File: config.mk
export PLATFORM = sky130hd
export DESIGN_NAME = mem_arbiter
export DESIGN_NICKNAME = d
export VERILOG_FILES = /design/src/rtl/mem_arb_pkg.sv /design/src/rtl/mem_arbiter_rr_arb2.sv /design/src/rtl/mem_arbiter.sv
export SDC_FILE = /design/constraint.sdc
export NUM_CORES = 1
export LEC_CHECK = 0
export ABC_AREA = 1
export CORE_MARGIN = 2
export CORE_UTILIZATION = 30
export DETAILED_ROUTE_END_ITERATION = 12
export PLACE_DENSITY = 0.7
export SETUP_SLACK_MARGIN = 0.15
export SLEW_MARGIN = 20
export SYNTH_ARGS = -nofsm -noshare
export SYNTH_HDL_FRONTEND = slang
export SYNTH_HIERARCHICAL = 1
export SYNTH_SLANG_ARGS = --single-unit
File: constraint.sdc
create_clock -name clk -period 1.6 [get_ports clk]
set_input_delay 0.48 -clock clk [delete_from_list [all_inputs] [get_ports clk]]
set_output_delay 0.48 -clock clk [all_outputs]
set_load 0.01 [all_outputs]
File: src/rtl/mem_arb_pkg.sv
// Shared types and constants for the two-port block-memory arbiter.
package mem_arb_pkg;

    typedef enum logic [1:0] {
        IDLE  = 2'd0,
        ISSUE = 2'd1,
        RESP  = 2'd2
    } state_t;

    localparam logic PORT_D = 1'b0;
    localparam logic PORT_I = 1'b1;

    localparam int MEM_ADDR_W = 12;
    localparam int MEM_DATA_W = 32;

endpackage

File: src/rtl/mem_arbiter_rr_arb2.sv
// Two-input round-robin grant: on a conflict the port not granted last wins.
module rr_arb2
    import mem_arb_pkg::*;
(
    input  logic       clk,
    input  logic       rst,
    input  logic [1:0] valid,
    input  logic       accept_en,
    output logic [1:0] grant
);

    logic last_grant;

    always_comb begin
        grant = 2'b00;
        if (accept_en) begin
            if (valid[PORT_D] && valid[PORT_I]) begin
                if (last_grant == PORT_I) grant[PORT_D] = 1'b1;
                else                      grant[PORT_I] = 1'b1;
            end else begin
                grant = valid;
            end
        end
    end

    // Resetting to I makes D the winner of the first conflict.
    always_ff @(posedge clk) begin
        if (rst) begin
            last_grant <= PORT_I;
        end else if (|grant) begin
            last_grant <= grant[PORT_I] ? PORT_I : PORT_D;
        end
    end

endmodule

File: src/rtl/mem_arbiter.sv
// Data/fetch arbiter and sequencer for the 4K x 32 single-port block memory.
// Optional statistics counters are enabled with `define MEM_ARB_STATS_EN.
module mem_arbiter
    import mem_arb_pkg::*;
#(
    parameter int ADDR_W = MEM_ADDR_W,
    parameter int DATA_W = MEM_DATA_W,
    parameter int CNT_W  = 16
) (
    input  logic              clk,
    input  logic              rst,
    input  logic              d_req_valid,
    input  logic              d_req_we,
    input  logic [ADDR_W-1:0] d_req_addr,
    input  logic [DATA_W-1:0] d_req_wdata,
    output logic              d_req_ready,
    output logic              d_rsp_valid,
    output logic [DATA_W-1:0] d_rsp_rdata,
    input  logic              i_req_valid,
    input  logic [ADDR_W-1:0] i_req_addr,
    output logic              i_req_ready,
    output logic              i_rsp_valid,
    output logic [DATA_W-1:0] i_rsp_rdata,
    output logic [ADDR_W-1:0] mem_da,
    output logic [DATA_W-1:0] mem_write_data,
    output logic              mem_memwrite,
    output logic              mem_memread,
    input  logic [DATA_W-1:0] mem_doa,
    output logic              busy
`ifdef MEM_ARB_STATS_EN
    ,
    output logic [CNT_W-1:0]  d_grant_cnt,
    output logic [CNT_W-1:0]  i_grant_cnt,
    output logic [CNT_W-1:0]  conflict_cnt
`endif
);

    state_t            state;
    logic [1:0]        valid_vec;
    logic [1:0]        grant;
    logic              accept_en;
    logic              accept;
    logic              req_we;
    logic [ADDR_W-1:0] req_addr;
    logic [DATA_W-1:0] req_wdata;
    logic              cmd_port;
    logic              cmd_we;

    assign valid_vec = {i_req_valid, d_req_valid};
    assign accept_en = ((state == IDLE) || (state == RESP)) && !rst;

    rr_arb2 u_rr (
        .clk       (clk),
        .rst       (rst),
        .valid     (valid_vec),
        .accept_en (accept_en),
        .grant     (grant)
    );

    assign d_req_ready = grant[PORT_D];
    assign i_req_ready = grant[PORT_I];
    assign accept      = |grant;

    // The fetch port is read-only, so its command never carries a write.
    assign req_we    = grant[PORT_D] & d_req_we;
    assign req_addr  = grant[PORT_D] ? d_req_addr  : i_req_addr;
    assign req_wdata = grant[PORT_D] ? d_req_wdata : '0;

    always_ff @(posedge clk) begin
        if (accept) begin
            cmd_port <= grant[PORT_I];
            cmd_we   <= req_we;
        end
    end

    // Memory pins are loaded on accept so they are live for exactly the ISSUE cycle.
    always_ff @(posedge clk) begin
        if (rst) begin
            state          <= IDLE;
            mem_da         <= '0;
            mem_write_data <= '0;
            mem_memwrite   <= 1'b0;
            mem_memread    <= 1'b0;
            d_rsp_valid    <= 1'b0;
            i_rsp_valid    <= 1'b0;
        end else begin
            case (state)
                ISSUE: begin
                    state          <= RESP;
                    mem_da         <= '0;
                    mem_write_data <= '0;
                    mem_memwrite   <= 1'b0;
                    mem_memread    <= 1'b0;
                    d_rsp_valid    <= (cmd_port == PORT_D);
                    i_rsp_valid    <= (cmd_port == PORT_I);
                end
                default: begin
                    d_rsp_valid <= 1'b0;
                    i_rsp_valid <= 1'b0;
                    if (accept) begin
                        state          <= ISSUE;
                        mem_da         <= req_addr;
                        mem_write_data <= req_wdata;
                        mem_memwrite   <= req_we;
                        mem_memread    <= ~req_we;
                    end else begin
                        state <= IDLE;
                    end
                end
            endcase
        end
    end

    // doa was registered by the memory at the end of ISSUE and is steered in RESP.
    assign d_rsp_rdata = (d_rsp_valid && !cmd_we) ? mem_doa : '0;
    assign i_rsp_rdata = i_rsp_valid ? mem_doa : '0;
    assign busy        = (state != IDLE);

`ifdef MEM_ARB_STATS_EN
    function automatic logic [CNT_W-1:0] sat_inc(input logic [CNT_W-1:0] v);
        return (&v) ? v : v + 1'b1;
    endfunction

    always_ff @(posedge clk) begin
        if (rst) begin
            d_grant_cnt  <= '0;
            i_grant_cnt  <= '0;
            conflict_cnt <= '0;
        end else begin
            if (grant[PORT_D])         d_grant_cnt  <= sat_inc(d_grant_cnt);
            if (grant[PORT_I])         i_grant_cnt  <= sat_inc(i_grant_cnt);
            if (accept && &valid_vec)  conflict_cnt <= sat_inc(conflict_cnt);
        end
    end
`endif

endmodule

==> key figures, run 1 <==
Yosys
  – Yosys top cell area share: 0.3871
  – Mapped Area: 2638 µm²
  – Yosys warns: 6
  – Synth unique cells: 17
  – Area contributors post-synth: dfxtp_1, nand2_1, inv_1
  – #FFs+latches synth: 53
  – Syn Nets: 524
  – Syn Area/Cell: 6.120 µm²
  – Sequential-to-total area share from yosys stat: 0.4099
  – Dominant cell type by area after synthesis: dfxtp_1
  – Cells after Synth: 431

Floorplan
  – Die ar.: ~9600 µm²
  – Num rows: 34
  – Core box area: roughly 8600 µm²
  – Die height: 97.77 µm
  – Initial core utilization: 0.3054
  – Die W: 97.77 µm
  – Io pins: roughly 210

GRT
  – GRT Total Usage: 0.2132
  – Initial antenna violation count: 0
  – Largest net degree at the start of global routing: 26
  – First-pass GRT wire length: 16,660 µm
  – Gr ovfl total: 0
  – Vias in the first global route: 3,515

Clocking
  – Cts bufs inserted: 5
  – Max Root-Sink Buffers: 2
  – Clk pin slew, worst setup/hold paths: 0.09 ns
  – CTS tree: built
  – Num Clock Sinks: 53
  – Root buffer cell: clkbuf_8
  – CTS H-tree lvls: 2
  – Cts hold-fix bufs: 0
  – Worst-Skew Late Latency: around 0.30 ns

Route
  – Routed vias: 3,551
  – Final ANT Viol Nets: 0
  – DRC viols: 0
  – Final WL: between 10,000 and 15,000 µm
  – Routed len/inst: 14.83 µm
  – First-pass iteration count of the detailed router: 4
  – DR vias/cell: approximately 4.5
  – First DRT Iteration DRCs: 96

Placed design
  – Placed cells: roughly 740
  – DP HPWL: just over 7000 µm
  – Routability cong.: 0.8431
  – I/O Buffers: 207

Final layout
  – Ant. Diodes: 0
  – Filler cell count: 631
  – Most frequent cells in the layout: nand2_1, nand2_4, clkdlybuf4s50_1, dlygate4sd2_1, inv_1
  – Area growth syn-to-layout: 135.9%
  – # nets final: between 700 and 800
  – Finished Layout Cells: between 700 and 800
  – Fraction of layout cells with a size suffix above 1: 0.5267
  – Most common cell after layout, fill and taps aside: nand2_1

STA
  – Smallest hold slack: 0.4328 ns
  – Fin crit period: 1.744 ns
  – Fmax achieved: 573.5 MHz
  – Worst Clk Skew: roughly 0.0068 ns
  – Max-slew violation count: 0
  – Final WS setup: -0.1437 ns
  – Final Hold Viols: 0
  – Slew headroom: 0.8606
  – Worst Max-Slew Pin Slew: 0.2091 ns
  – Setup violations, final: 61
  – Final period util: 1.090
  – RSZ-0062 raised after global routing: true

Pwr
  – Power Density: 563.6 nW/µm²
  – Power, Total: around 3.5 mW
  – Leak: 3.399 nW
  – Peak supply drop: 0.4957 mV

Critical path
  – CP max FO: 2
  – Master of the slowest instance on the critical path: clkdlybuf4s50_1
  – Setup crit end: d_rsp_rdata[7]
  – CP Capture Type: primary output
  – R2R setup slack: 0.03 ns
  – Crit-path max cell delay: 0.50 ns
  – WP data required: 1.12 ns
  – Reg2reg path depth: 11
  – CP Class: primary input to primary output
  – Arr. time, crit path: 1.26 ns
  – Critical R2R Capture: mem_write_data[7]
  – CP cell instances: clkdlybuf4s50_1, inv_1, nor2_1, buf_2
  – Worst Setup Start Kind: primary input
  – R2r startpoint: state[0]
  – Crit path launch: mem_doa[7]

Worst hold path
  – Hold Path Class: flip-flop to flip-flop
  – Worst Hold Launch: cmd_port
  – Hold Path Cell Cnt: 1

Outcome
  – Failing checks: negative setup slack
  – Status: finished with violations

Flow run
  – Maxcap violations: 0
[critical path, delay by kind of cell]
family	cells	cell delay, ns
AND/OR/NAND/NOR	1	0.09
buffers and inverters	3	0.69
[registers in the layout (all words and copies together) (netlist names)]
register and cells:
i_rsp_valid 1, d_rsp_valid 1, mem_memread 1, cmd_we 1, state 2, mem_write_data 32
mem_memwrite 1, mem_da 12, u_rr/last_grant 1, cmd_port 1
[worst min path at each step]
| stage | to | slack [ns] |
|---|---|---|
| finish | d_rsp_valid | 0.43 |
| global route | d_rsp_valid | 0.45 |
| CTS | d_rsp_valid | 0.43 |
| detailed placement | d_rsp_valid | 0.43 |
| global placement | d_rsp_valid | 0.42 |
| floorplan | d_rsp_valid | 0.41 |
[what timing repair did]
action,CTS,global route
gates cloned,9,3
buffers inserted,15,3
resized for setup,502,245
endpoints found under the setup margin,165,141
pin swaps,15,42
[power breakdown]
| part | internal [mW] | switching [mW] |
|---|---|---|
| Combinational | 0.677 | 0.611 |
| Clock | 0.305 | 0.441 |
| Sequential | 1.41 | 0.0624 |
| Total | 2.39 | 1.11 |
[metrics by stage]
stage / worst slack [ns] / utilization / setup TNS (ns) / cell area, µm²
6_report: -0.1437 / 0.7204 / -4.555 / 6221
5_1_grt: -0.2209 / 0.7204 / -9.156 / 6221
4_1_cts: -0.1267 / 0.6310 / -4.799 / 5449
3_5_place_dp: -0.7596 / 0.5739 / -63.56 / 4956
3_3_place_gp: -0.7311 / 0.5739 / -60.99 / 4956
2_1_floorplan: 0.1570 / - / 0 / 2666
[final cells by class]
class | count | area [µm²] | share of cell area
clock buffers | 6 | 72.57 | 0.01167
clock inverters | 2 | 10.01 | 0.001609
inverters | 89 | 354.1 | 0.05692
multi-input cells | 267 | 1869 | 0.3005
flip-flops and latches | 53 | 1109 | 0.1782
well taps | 108 | 135.1 | 0.02172
repair buffers | 257 | 2671 | 0.4294
[layer usage]
layer,track usage,part of all wire
met5,0,0
met4,0.05342,0.011
met3,0.06729,0.070
met2,0.4154,0.55
met1,0.2194,0.37
[cells by family (layout without fill, tap and decap cells)]
| logic type | after synthesis | count (layout) | share of synthesized area |
|---|---|---|---|
| AND/OR/NAND/NOR | 231 | 231 | 0.3335 |
| buffers and inverters | 111 | 354 | 0.1798 |
| flip-flops | 53 | 53 | 0.4099 |
| AO/OA/AOI/OAI | 36 | 36 | 0.07685 |
[cells in the mapped netlist (all sizes together)]
master,instances
dfxtp,51
inv,89
nand3,2
nand2,166
edfxtp,2
nor2,63
clkbuf,6
buf,16
a21oi,35
o21ai,1
Note: power is estimated with default switching activity, not from simulation.
==> run 2: changes to the inputs <==
==> constraint.sdc (replaced) <==
create_clock -name clk -period 1.6 [get_ports clk]
set_input_delay 0.24 -clock clk [delete_from_list [all_inputs] [get_ports clk]]
set_output_delay 0.24 -clock clk [all_outputs]
set_load 0.01 [all_outputs]
==> key figures, run 2 (synthesis gave the netlist of run 1 again) <==
Outcome
  – Status: finished with violations
  – Failing checks: negative setup slack

Pwr
  – Internal power: roughly 2.3 mW
  – Clock Power Share: 0.232
  – Combinational Power Share: 0.325
  – Power Density: 582.8 nW/µm²
  – Switching pwr: 956.5 µW
  – Leak: around 3.4 nW
  – Seq pwr share: 0.443
  – Sw frac: 0.2908
  – Power, Total: between 3 and 4 mW
  – Peak supply drop: 0.4453 mV

Clocking
  – CTS tree: built
  – Cts hold-fix bufs: 0
  – Clk pin slew, worst setup/hold paths: approximately 0.090 ns
  – Num Clock Sinks: 53
  – Cts bufs inserted: 5
  – CTS H-tree lvls: 2
  – Worst-Skew Late Latency: 0.30 ns
  – Root buffer cell: clkbuf_8
  – Max Root-Sink Buffers: 2

Final layout
  – Most common cell after layout, fill and taps aside: nand2_1
  – Max reg flops: 32
  – Ant. Diodes: 0
  – Fraction of layout cells with a size suffix above 1: 0.2980
  – # nets final: 754
  – Top flop regs: mem_write_data: 32 flops, mem_da: 12 flops, state: 2 flops
  – Area growth syn-to-layout: 114.0%
  – Most frequent cells in the layout: nand2_1, clkdlybuf4s50_1, inv_1, dfxtp_1, nor2_1
  – Reg with most FFs: mem_write_data

Route
  – Final WL: about 11,000 µm
  – DRC viols: 0
  – Routed len/inst: 13.85 µm
  – DR vias/cell: 4.434
  – Routed vias: 3,410
  – Final ANT Viol Nets: 0
  – First DRT Iteration DRCs: 111
  – First-pass iteration count of the detailed router: 4

STA
  – Slew headroom: 0.7279
  – Fmax achieved: 606.7 MHz
  – Final Hold Viols: 0
  – Setup TNS: -0.05530 ns
  – Max-slew violation count: 0
  – Final WS setup: -0.04818 ns
  – Worst Clk Skew: 0.003347 ns
  – RSZ-0062 raised after global routing: true
  – Final period util: 1.030
  – Worst Max-Slew Pin Slew: between 0.4 and 0.5 ns
  – Setup violations, final: 3
  – Fin crit period: 1.648 ns

GRT
  – Initial antenna violation count: 0
  – GRT Total Usage: 0.1974
  – Vias in the first global route: between 3k and 4k
  – Gr ovfl total: 0
  – First-pass GRT wire length: 15,500 µm
  – Largest net degree at the start of global routing: 31

Critical path
  – Arr. time, crit path: 1.41 ns
  – CP max FO: 7
  – WP data required: 1.36 ns
  – Master of the slowest instance on the critical path: edfxtp_1
  – Buf/Inv on CP: 4
  – CP Capture Type: primary output
  – Worst Setup Start Kind: flip-flop
  – Crit-path leading delay family: buffers and inverters
  – CP cell instances: inv_2, nand2_8, buf_12, buf_6, nor2_1, buf_2
  – CP Class: flip-flop to primary output
  – Crit-path max cell delay: 0.39 ns

Flow run
  – Maxcap violations: 0

Floorplan
  – Io pins: ~210
  – Die W: a little under 100 µm
  – Initial core utilization: 0.3054
  – Core box area: around 8600 µm²
  – Die height: 97.77 µm
  – Die ar.: 9558 µm²
  – Num rows: 34

Worst hold path
  – Hold Path Class: primary input to flip-flop

Placed design
  – Routability cong.: between 0.8 and 0.9
  – DP HPWL: 7133 µm
  – I/O Buffers: 207
==> run 2: routing by layer <==
layer,vias up,global-route usage,share of wire
li1,1694,-,-
met5,-,0,0
met2,140,0.3698,0.55
met1,1565,0.2125,0.36
met3,11,0.06013,0.074
met4,0,0.05983,0.016
==> run 2: worst register-to-register path, stage by stage, from the launching register on <==
cell	delay, ns
dfxtp_2	0.35
nor2_4	0.10
nand2_2	0.08
a21oi_4	0.20
buf_6	0.15
nor2_4	0.05
buf_12	0.14
clkbuf_16	0.17
nand2_2	0.05
nand2_1	0.05
nor2_1	0.12
==> run 2: path summary, 6_finish.rpt <==
path                      from  depth (start not counted)           endpoint  slack, ns
min                i_req_valid                          6    u_rr/last_grant       0.46
min reg2reg  mem_write_data[2]                          2  mem_write_data[2]       0.46
max                     cmd_we                          6    d_rsp_rdata[28]      -0.05
max reg2reg           state[0]                         10          mem_da[3]       0.09
==> run 2: area by class of cell <==
cell class	count	area (µm²)
sequential	53	1086
timing repair buffer	245	2529
fill	697	2992
tap	108	135.1
multi-input combinational	267	1474
inverter	89	334.1
clock buffer	7	86.33
==> run 2: timing repair <==
item / CTS / global route
endpoints found under the setup margin: 131 / 131
buffers inserted: 7 / 3
gates resized for setup: 258 / 189
cloned: 5 / 6
pin swaps: 5 / 21
hold endpoints to repair: 0 / 0
==> run 2: metrics by stage <==
step                utilization  hold WS [ns]  std cells  area, µm²  setup slack (ns)
CTS                      0.5935        0.4445        760       5125          -0.01353
finish                   0.6536        0.4597        769       5644          -0.04818
floorplan                     -        0.3461        431       2649            0.1586
global route             0.6536        0.4551        769       5644           -0.1300
global placement         0.5687        0.4314        741       4911           -0.2502
detailed placement       0.5687        0.4529        741       4911           -0.2703
==> run 2: power groups by stage <==
stage	sequential, mW	clock [mW]	combinational (mW)
after floorplan	1.51	0	0.314
after global placement	1.48	0	0.864
after detailed placement	1.48	0	0.878
after global routing	1.47	0.840	1.15
final	1.46	0.762	1.07
after CTS	1.45	0.790	0.930
